$ cat config.mk
export PLATFORM = sky130hd
export DESIGN_NAME = muldiv_ctrl
export DESIGN_NICKNAME = d
export VERILOG_FILES = /design/src/rtl/muldiv_ctrl.sv
export SDC_FILE = /design/constraint.sdc
export NUM_CORES = 1
export LEC_CHECK = 0
export ABC_AREA = 1
export CAP_MARGIN = 25
export CELL_PAD_IN_SITES_DETAIL_PLACEMENT = 0
export CELL_PAD_IN_SITES_GLOBAL_PLACEMENT = 1
export CORE_MARGIN = 4
export CORE_UTILIZATION = 40
export CTS_CLUSTER_DIAMETER = 100
export DETAILED_ROUTE_END_ITERATION = 10
export GPL_ROUTABILITY_DRIVEN = 0
export GPL_TIMING_DRIVEN = 0
export PLACE_DENSITY = 0.81
export SLEW_MARGIN = 30
export SYNTH_ARGS = -nofsm -noshare
export SYNTH_HDL_FRONTEND = slang
export SYNTH_SLANG_ARGS = --single-unit
$ cat constraint.sdc
create_clock -name clk -period 5.75 [get_ports clk]
set_clock_uncertainty 0.2 [all_clocks]
set_input_delay 0.575 -clock clk [delete_from_list [all_inputs] [get_ports clk]]
set_output_delay 0.575 -clock clk [all_outputs]
set_load 0.1 [all_outputs]
$ cat src/rtl/muldiv_ctrl.sv
// muldiv_ctrl: iterative multiply/divide sequencer owning the HI/LO registers.
// It runs MULT/MULTU/DIV/DIVU over nbits iteration cycles next to the EX-stage
// ALU, serves MTHI/MTLO writes while idle, and asks the hazard unit to freeze
// the pipeline while an operation is in flight.
//
// Ports:
//   clk, rst_n          clock (rising edge), synchronous active-low reset
//   start, op           mult/div instruction valid; 00 MULTU 01 MULT 10 DIVU 11 DIV
//   op_a, op_b          forwarded rs / rt values
//   rd_hilo             MFHI/MFLO present in EX
//   wr_hi, wr_lo        MTHI / MTLO with wr_data
//   flush               kill the in-flight operation
//   hi_out, lo_out      architectural HI / LO
//   busy, done          operation in flight / one-cycle result-written pulse
//   stall_req           freeze IF/ID/EX
module muldiv_ctrl #(
  parameter int unsigned nbits = 32
) (
  input  logic             clk,
  input  logic             rst_n,
  input  logic             start,
  input  logic [1:0]       op,
  input  logic [nbits-1:0] op_a,
  input  logic [nbits-1:0] op_b,
  input  logic             rd_hilo,
  input  logic             wr_hi,
  input  logic             wr_lo,
  input  logic [nbits-1:0] wr_data,
  input  logic             flush,
  output logic [nbits-1:0] hi_out,
  output logic [nbits-1:0] lo_out,
  output logic             busy,
  output logic             done,
  output logic             stall_req
);

  localparam int unsigned CW = (nbits > 1) ? $clog2(nbits) : 1;

  typedef enum logic [1:0] {IDLE, RUN, FINISH} state_e;

  state_e               state_q, state_d;
  logic [CW-1:0]        count_q, count_d;
  logic [2*nbits-1:0]   acc_q, acc_d;
  logic [nbits-1:0]     opnd_q, opnd_d;   // multiplicand or divisor magnitude
  logic                 div_q, div_d;
  logic                 neg_q, neg_d;     // negate product / quotient
  logic                 rneg_q, rneg_d;   // negate remainder
  logic [nbits-1:0]     hi_q, hi_d, lo_q, lo_d;
  logic                 done_q, done_d;

  logic                 a_neg, b_neg;
  logic [nbits-1:0]     a_abs, b_abs;
  logic [nbits:0]       mul_sum, div_r, div_diff;
  logic [2*nbits-1:0]   mul_step, div_step, prod;
  logic [nbits-1:0]     quo, rem;

  assign a_neg = op[0] & op_a[nbits-1];
  assign b_neg = op[0] & op_b[nbits-1];
  assign a_abs = a_neg ? -op_a : op_a;
  assign b_abs = b_neg ? -op_b : op_b;

  // Shift-add: multiplier sits in the low half and is consumed LSB first,
  // the partial product grows in the high half (with carry) as it shifts right.
  assign mul_sum  = {1'b0, acc_q[2*nbits-1:nbits]} + {1'b0, opnd_q};
  assign mul_step = acc_q[0] ? {mul_sum, acc_q[nbits-1:1]}
                             : {1'b0, acc_q[2*nbits-1:1]};

  // Restoring divide: remainder in the high half, dividend shifts in from the
  // low half while quotient bits fill in from the right. The borrow bit of
  // the 33-bit trial subtraction decides restore vs. keep.
  assign div_r    = acc_q[2*nbits-1:nbits-1];
  assign div_diff = div_r - {1'b0, opnd_q};
  assign div_step = div_diff[nbits] ? {div_r[nbits-1:0], acc_q[nbits-2:0], 1'b0}
                                    : {div_diff[nbits-1:0], acc_q[nbits-2:0], 1'b1};

  assign prod = neg_q  ? -acc_q : acc_q;
  assign quo  = neg_q  ? -acc_q[nbits-1:0] : acc_q[nbits-1:0];
  assign rem  = rneg_q ? -acc_q[2*nbits-1:nbits] : acc_q[2*nbits-1:nbits];

  always_comb begin
    state_d = state_q;
    count_d = count_q;
    acc_d   = acc_q;
    opnd_d  = opnd_q;
    div_d   = div_q;
    neg_d   = neg_q;
    rneg_d  = rneg_q;
    hi_d    = hi_q;
    lo_d    = lo_q;
    done_d  = 1'b0;
    unique case (state_q)
      IDLE: begin
        if (start && !flush) begin
          count_d = '0;
          div_d   = op[1];
          neg_d   = a_neg ^ b_neg;
          rneg_d  = op[1] & a_neg;
          if (op[1]) begin
            if (op_b == '0) begin
              // Divide by zero: preload the final HI/LO image with no
              // sign fix-up so FINISH writes it through unchanged.
              acc_d   = {op_a, {nbits{1'b1}}};
              neg_d   = 1'b0;
              rneg_d  = 1'b0;
              state_d = FINISH;
            end else begin
              acc_d   = {{nbits{1'b0}}, a_abs};
              opnd_d  = b_abs;
              state_d = RUN;
            end
          end else begin
            acc_d   = {{nbits{1'b0}}, b_abs};
            opnd_d  = a_abs;
            state_d = RUN;
          end
        end else begin
          if (wr_hi) hi_d = wr_data;
          if (wr_lo) lo_d = wr_data;
        end
      end
      RUN: begin
        if (flush) begin
          state_d = IDLE;
        end else begin
          acc_d   = div_q ? div_step : mul_step;
          count_d = count_q + 1'b1;
          if (count_q == CW'(nbits - 1)) state_d = FINISH;
        end
      end
      FINISH: begin
        state_d = IDLE;
        if (!flush) begin
          done_d = 1'b1;
          if (div_q) begin
            hi_d = rem;
            lo_d = quo;
          end else begin
            hi_d = prod[2*nbits-1:nbits];
            lo_d = prod[nbits-1:0];
          end
        end
      end
      default: state_d = IDLE;
    endcase
  end

  always_ff @(posedge clk) begin
    if (!rst_n) begin
      state_q <= IDLE;
      count_q <= '0;
      acc_q   <= '0;
      opnd_q  <= '0;
      div_q   <= 1'b0;
      neg_q   <= 1'b0;
      rneg_q  <= 1'b0;
      hi_q    <= '0;
      lo_q    <= '0;
      done_q  <= 1'b0;
    end else begin
      state_q <= state_d;
      count_q <= count_d;
      acc_q   <= acc_d;
      opnd_q  <= opnd_d;
      div_q   <= div_d;
      neg_q   <= neg_d;
      rneg_q  <= rneg_d;
      hi_q    <= hi_d;
      lo_q    <= lo_d;
      done_q  <= done_d;
    end
  end

  assign hi_out    = hi_q;
  assign lo_out    = lo_q;
  assign busy      = (state_q != IDLE);
  assign done      = done_q;
  assign stall_req = busy & (start | rd_hilo | wr_hi | wr_lo);

endmodule

==> run metrics, run 1 <==
status=finished, final reports clean; Tot GR Track Use=0.357; Design Area, Final=~0.022 mm²; DP Cell Count=4284; Hold Crit Class=flop to flop; worst setup path startpoint=acc_q[0]; Port Buffer Count=171; Routed Antenna Nets=0; Worst IR Drop VDD=217 µV; global-route wire length before repair=~140000 µm; Hold Path Origin=opnd_q[2]; drt wl/cell=21.9 µm; std cell rows=79; number of buffers created by CTS=17; Fill cells=roughly 5200; most common cell in the netlist=nand2_1; Die ar.=0.0508 mm²; CP max FO=10; Worst-Margin Slew=~1.0 ns; Pre-Repair DR Iteration Count=7; Synth Warn #=0; f_max=255 MHz; area leader, netlist=nand2_1; pre-CTS WS=2.00 ns; via count=24600; Setup crit start kind=flop; critical path's top delay family=simple AND/OR/NAND/NOR gates; EDFF count, synth=0; H-Tree Depth=4; Largest stage delay, worst path=0.61 ns; CP cell instances=buf_4, clkinv_2, clkbuf_1, ha_1, nand3_1, inv_2, nand3_2, nor2_4, nand4_2, o21ai_0, nand2_1, nand3_1, nand3_1, a31oi_1; Max Cap Viol=0; slowest CP cell=o21ai_0; ANT cells=0; CTS max path bufs=2; Power Total=4.93 mW; die width=225 µm; fin crit period=3.93 ns; DRC Markers=0; Initial Util=0.405; Worst-Skew Late Latency=about 0.5 ns; Cells after Synth=between 3000 and 4000; pin count of the biggest net entering global routing=19; RSZ-0062 raised after global routing=false; postcts setup bufs=0; critical path arrival=around 4.2 ns; clock-pin slew on the worst setup and hold paths=0.07 ns; post-synth cell types=53; worst path required time=5.97 ns; Leakage=10.8 nW; final period utilization=0.683; Buf+Inv Stages, Crit Path=4; Power per Cell Area=224 mW/mm²; non-filler cells, final=4316; DR iter-0 viols=3070; synthesis-to-layout area growth=16.4%; Synth area leaders=nand2_1 22%, dfxtp_1 18%, inv_1 10%; final worst-path setup slack=between 1.5 and 2 ns; normalized max-slew margin=0.300; Core Region=0.0467 mm²; WL final=94400 µm; Syn Area/Cell=roughly 5.4 µm²; Final Hold Vio Count=0; Synth Flop Type=dfxtp_1; dpl hpwl=78800 µm; GRT overflow=0; max-slew violation count=0; Synth top area share=0.216; Boundary Pins=172; Setup Crit Path Kind=flop to flop; Synth top cells by count=1087 x nand2_1, 504 x inv_1, 346 x nand3_1; Post-CTS Resized=0; fraction of registers with async set/reset=0; CP endpoint kind=flop; # nets final=3873; placed cell area=0.0213 mm²; initial antenna violation count=1; Crit path top cell by count=nand3_1; number of global-route vias before repair=22400; Clock Root Buffer=clkbuf_16; launching point of the worst reg2reg path=acc_q[0]; setup TNS=0 ns; setup violators final=0; Cell Area, Synth=0.0189 mm²; Post-Syn Nets=3683; CTS Hold Bufs=0; CTS Sinks=around 170; #FFs+latches synth=approximately 170; CTS tree=done; layout cell share with drive strength beyond 1=0.0321; via-per-instance ratio=5.71; post-synthesis sequential area ratio=0.181; height of the die=between 200 and 250 µm
-- layout by cell type, fill, tap and decap left out, types with 29 or more instances in the layout --
cell,n
a21oi_1,320
a31oi_1,29
clkbuf_1,104
clkdlybuf4s50_1,164
dfxtp_1,171
ha_1,70
inv_1,504
nand2_1,1087
nand3_1,346
nand4_1,40
nor2_1,291
nor3_1,35
o21ai_0,252
xor2_1,67
-- power breakdown --
part / internal, mW / switching, mW / leakage, nW
combinational: 0.618 / 1.60 / 9.09
clock: 0.709 / 0.614 / 0.315
sequential: 1.27 / 0.121 / 1.41
-- sequential cells by signal (all words and copies together) (netlist names), 2 cells and up --
register	flops
acc_q	64
count_q	5
hi_out	32
lo_out	32
opnd_q	32
state_q	2
-- cell families (layout without fill, tap and decap cells) --
logic type,count (synthesis),in the layout,synth area share
and+or+nand+nor,1866,1866,0.414
buffers and inverters,663,866,0.136
adders and majority gates,72,72,0.0485
xor gates and xnor gates,79,79,0.0366
DFF,171,171,0.181
AOI/OAI and AO/OA,655,655,0.184
-- area by class of cell --
type | count | area [µm²] | area share
multi-input cells | 2672 | 12900 | 0.587
flip-flops and latches | 171 | 3420 | 0.156
inverters | 514 | 1930 | 0.0878
repair buffers | 171 | 1680 | 0.0763
well taps | 607 | 759 | 0.0345
plain buffers | 149 | 644 | 0.0293
clock buffers | 17 | 425 | 0.0193
clock inverters | 15 | 228 | 0.0104
-- worst paths after layout --
check	depth (start not counted)	slack, ns	endpoint
setup / recovery	14	1.82	hi_out[12]
hold / removal	2	0.31	opnd_q[2]
setup reg to reg	14	1.82	hi_out[12]
hold reg to reg	2	0.31	opnd_q[2]
-- per-stage QoR --
step / utilization / hold WS, ns
final: 0.471 / 0.313
after floorplan: - / 0.248
after CTS: 0.471 / 0.313
after detailed placement: 0.457 / 0.302
after global placement: 0.458 / 0.281
after global routing: 0.471 / 0.343
-- worst register-to-register path, delay by kind of cell (launching register included) --
family,cells,cell delay (ns)
AOI/OAI and AO/OA,2,0.85
adders and majority gates,1,0.32
buffers and inverters,4,1.01
DFF,1,0.30
and+or+nand+nor,7,1.18
-- routing by layer --
layer / global-route usage / vias up / share of wire
met5: 0 / - / 0
met4: 0.146 / 0 / 0.049
met3: 0.0895 / 255 / 0.12
met2: 0.532 / 1435 / 0.41
met1: 0.494 / 11300 / 0.42
li1: - / 11700 / -
No activity file was read; power rests on OpenSTA's default activity.
==> run 2: changes to the inputs <==
Clock period 5.75 ns to 4 ns, I/O delays scaled along.
==> run metrics, run 2 (synthesized netlist as in run 1, its figures left out) <==
dpl hpwl=78800 µm; most frequent cells in the layout=1087 x nand2_1, 504 x inv_1, 346 x nand3_1; Setup Crit Path Kind=flop to flop; launching point of the worst reg2reg path=acc_q[0]; worst path required time=4.22 ns; Post-CTS Resized=0; clock-pin slew on the worst setup and hold paths=0.07 ns; final period utilization=0.960; CP max FO=10; Port Buffer Count=roughly 170; # nets final=about 3900; DR iter-0 viols=3066; Max Cap Viol=0; Logic pwr share=0.449; CP cell instances=buf_4, clkinv_2, clkbuf_1, ha_1, nand3_1, inv_2, nand3_2, nor2_4, nand2_1, nor2_1, nand2_1, nand2_1, o21ai_0, inv_1, nand2_1, nand2_1, nand3_1, a21oi_1; Leakage=around 11 nW; fin crit period=3.84 ns; drt wl/cell=between 20 and 25 µm; Internal=roughly 3.7 mW; Tot GR Track Use=0.357; layout cell share with drive strength beyond 1=0.0321; Pre-Repair DR Iteration Count=8; normalized max-slew margin=0.300; CP endpoint kind=flop; DRC Markers=0; global-route wire length before repair=138000 µm; CTS tree=done; postcts setup bufs=0; Boundary Pins=approximately 170; synthesis-to-layout area growth=16.4%; Worst-Skew Late Latency=around 0.5 ns; initial antenna violation count=1; RSZ-0062 raised after global routing=false; sequential power share=0.283; worst setup path startpoint=acc_q[0]; leading cell type in the layout, fill and taps excluded=nand2_1; non-filler cells, final=about 4300; Clock Root Buffer=clkbuf_16; Power Total=between 7 and 8 mW; Initial Util=0.405; Worst IR Drop VDD=roughly 310 µV; Worst-Margin Slew=~1.0 ns; switching power=3.35 mW; max-slew violation count=0; Crit path top cell by count=nand2_1; pre-CTS WS=about 0.25 ns; hold slack=0.313 ns; via-per-instance ratio=5.70; WL final=94400 µm; Core Region=0.0467 mm²; H-Tree Depth=4; ANT cells=0; slowest CP cell=clkbuf_1; Hold Crit Class=flop to flop; Power per Cell Area=323 mW/mm²; die width=225 µm; CTS Hold Bufs=0; cells on worst reg2reg path=18; Largest stage delay, worst path=between 0.5 and 0.6 ns; sw frac=0.473; CP Capture Point=hi_out[18]; final worst-path setup slack=0.160 ns; r2r endpoint=hi_out[18]; number of buffers created by CTS=17; via count=24600; Final Hold Vio Count=0; number of global-route vias before repair=22400; clock share of power=0.268; Routed Antenna Nets=0; height of the die=about 230 µm; setup TNS=0 ns; std cell rows=between 70 and 80; critical path arrival=4.06 ns; DP Cell Count=4284; pin count of the biggest net entering global routing=19; status=finished, final reports clean; GRT overflow=0; placed cell area=approximately 0.021 mm²; Largest register FFs=64; setup violators final=0; Top reg by flops=acc_q; Die ar.=0.0508 mm²; CTS Sinks=171; CTS max path bufs=2; post-layout util=0.471; Setup crit start kind=flop; Design Area, Final=0.0220 mm²; f_max=260 MHz; Worst R2R Setup Slack=about 0.16 ns
[run 2: how the worst min path moves through the flow]
stage                startpoint          to  slack [ns]  depth (start not counted)
floorplan            opnd_q[14]  opnd_q[14]        0.25                          2
global placement      opnd_q[2]   opnd_q[2]        0.28                          2
detailed placement   count_q[0]  count_q[0]        0.30                          1
CTS                 wr_data[12]  lo_out[12]        0.31                          3
global route        wr_data[12]  lo_out[12]        0.34                          3
finish                opnd_q[2]   opnd_q[2]        0.31                          2
[run 2: critical path: cells and delay by family (launching register included)]
| kind | cells | cell delay [ns] |
|---|---|---|
| AO/OA/AOI/OAI | 2 | 0.32 |
| adder cells (fa/ha/maj) | 1 | 0.32 |
| buffers and inverters | 5 | 1.16 |
| flip-flops | 1 | 0.30 |
| AND/OR/NAND/NOR | 10 | 1.47 |
[run 2: final cells by class]
cell class                      instances  area (µm²)
Fill cell                            5188       24700
Timing Repair Buffer                  171        1680
Buffer                                149         644
Inverter                              514        1930
Clock buffer                           17         425
Multi-Input combinational cell       2672       12900
Sequential cell                       171        3420
Tap cell                              607         759
Clock inverter                         15         228
[run 2: power groups by stage]
stage	combinational, mW	clock, mW	sequential, mW
floorplan	1.69	0	2.37
global placement	3.07	0	2.03
detailed placement	3.08	0	2.03
CTS	3.10	1.91	1.99
global route	3.43	1.96	2.01
finish	3.19	1.90	2.00
[run 2: routing by layer]
layer,global-route usage,up-vias,part of all wire
met2,0.532,1430,0.41
li1,-,11700,-
met5,0,-,0
met4,0.146,0,0.050
met3,0.0895,260,0.12
met1,0.494,11300,0.42
==> edit: new RTL, flow settings as in run 2 <==
The parameter `nbits` goes from 32 to 16.
--- a/src/rtl/muldiv_ctrl.sv
+++ b/src/rtl/muldiv_ctrl.sv
@@ -16,3 +16,3 @@
 module muldiv_ctrl #(
-  parameter int unsigned nbits = 32
+  parameter int unsigned nbits = 16
 ) (
Interface: changed (5 resized); port bits go from 172 to 92. No check against the original RTL was run, so the function may have changed too.
==> edit against run 2 <==
Worst hold slack got worse by 0.0050 ns; area after synthesis fell by 53%; sequential power fell by 49%; power fell by 54%; sequential cell count fell by 81; setup slack improved by 0.75 ns; design area fell by 52%; clock power fell by 53%; wire length fell by 62%; cell count fell by 55%; largest cell class unchanged.
==> edit: results (changes against run 2) <==
Parameter                              Value

Status
  Status ... finished, final reports clean

Clock network
  Number of buffers created by CTS ... 9 (-8)
  Clk Tree Root Cell ... sky130_fd_sc_hd__clkbuf_16
  Clock Latency Late Sink ... 0.37 ns (-0.13 ns)
  H-Tree Depth ... 3 (-1)

Placement
  DP Worst Slack ... 0.980 ns (+0.725 ns)
  I/O Buffers ... 90 (-47%)
  Final HPWL DP ... 29,500 um (-63%)

Cells and area
  Filler Cell Count ... 2,440 (-53%)
  Flip-flop count of the largest register, all copies and words added ... 32 (-50%)
  Fraction of final layout cells with drive strength greater than 1 ... 6.20% (+3.0 points)
  Finished Layout Cells ... 1,942 (-55%)
  Number of nets in the layout ... 1,753 (-55%)

Synthesis
  Synth Net Count ... 1,652 (-55%)
  Main flop type after synthesis ... sky130_fd_sc_hd__dfxtp_1
  Post-synth cell types ... 49 (-7.5%)
  Cells taking the most area after synthesis ... sky130_fd_sc_hd__dfxtp_1 (20%), sky130_fd_sc_hd__nand2_1 (18%), sky130_fd_sc_hd__a21oi_1 (8.7%)
  Number of instances in the synthesized netlist ... 1,556 (-56%)
  Commonest cells post-synth ... sky130_fd_sc_hd__nand2_1 (417), sky130_fd_sc_hd__inv_1 (200), sky130_fd_sc_hd__a21oi_1 (156), sky130_fd_sc_hd__nand3_1 (148), sky130_fd_sc_hd__o21ai_0 (125)
  Sequential area share after synthesis ... 20.2% (+2.1 points)

Critical path
  Worst path top cell family by delay ... simple AND/OR/NAND/NOR gates
  Crit path max-delay cell type ... sky130_fd_sc_hd__dfxtp_1
  Crit-path max cell delay ... 0.44 ns (-0.12 ns)

Global route
  Vias in the first global route ... 9,721 (-57%)
  Number of antenna violations at the first check in global routing ... 0 (-1)
  Met2 global-route usage ... 42.9% (-10 points)
  Pin count of the biggest net entering global routing ... 20 (+1)
  Met3 Use GR ... 5.66% (-3.3 points)
  Overall global routing resource usage ... 28.6% (-7.2 points)
  GR met1 Demand/Resource ... 40.7% (-8.7 points)
  Wire length of the first global-routing pass ... 54,800 um (-60%)

Power and ir drop
  Leakage Power ... 0.00483 uW (-55%)
  Largest voltage drop on the vdd net ... 0.000233 V (-25%)

Routing
  Detailed router's first-iteration violation count ... 1,134 (-63%)
  Average detailed-routed wire length per instance ... 18.6 um (-15%)
  Router iterations before antenna repair ... 6 (-2)
  Vias per Instance ... 5.48 (-3.9%)

Hold path
  Class of the worst hold path ... flop to flop

STA
  Max-slew headroom ... 32.7% (+2.7 points)
edit: cells by family (layout without fill, tap and decap cells):
| family | count (synthesis) | after routing | share of synthesized area [%] |
|---|---|---|---|
| DFF | 90 | 90 | 20.2 |
| and+or+nand+nor | 766 | 766 | 37.6 |
| buffers and inverters | 282 | 388 | 12.4 |
| xor gates and xnor gates | 34 | 34 | 3.34 |
| adders and majority gates | 39 | 39 | 5.63 |
| AOI/OAI and AO/OA | 345 | 345 | 20.9 |
edit: path summary, 6_finish.rpt:
kind                            cells past startpoint          to  startpoint  slack (ns)
worst max-delay path                               18   acc_q[27]   acc_q[15]        0.91
worst min-delay path                                2  count_q[0]  count_q[0]        0.31
worst max register to register                     18   acc_q[27]   acc_q[15]        0.91
worst min register to register                      2  count_q[0]  count_q[0]        0.31
edit: routing by layer:
metal | share of wire (%) | wire length (um)
met1 | 45 | 16400
met2 | 42 | 15300
met3 | 8.5 | 3080
met4 | 3.7 | 1330
met5 | 0 | 0
edit: power breakdown:
part	switching (uW)	internal, uW
logic	955	408
registers	72.7	959
clock network	453	446
total	1480	1810
edit: cell type report:
class | instances | share of cell area, %
Multi-Input combinational cell | 1184 | 57.4
Sequential cell | 90 | 17.2
Timing Repair Buffer | 90 | 8.60
Inverter | 220 | 7.88
Tap cell | 280 | 3.34
Buffer | 62 | 2.70
Clock buffer | 9 | 2.15
Clock inverter | 7 | 0.728
edit: per-stage QoR:
stage | instance area (sq um) | util, %
floorplan | 8930 | -
global placement | 10200 | 46.5
detailed placement | 10200 | 46.5
CTS | 10500 | 47.9
global route | 10500 | 47.9
finish | 10500 | 47.9
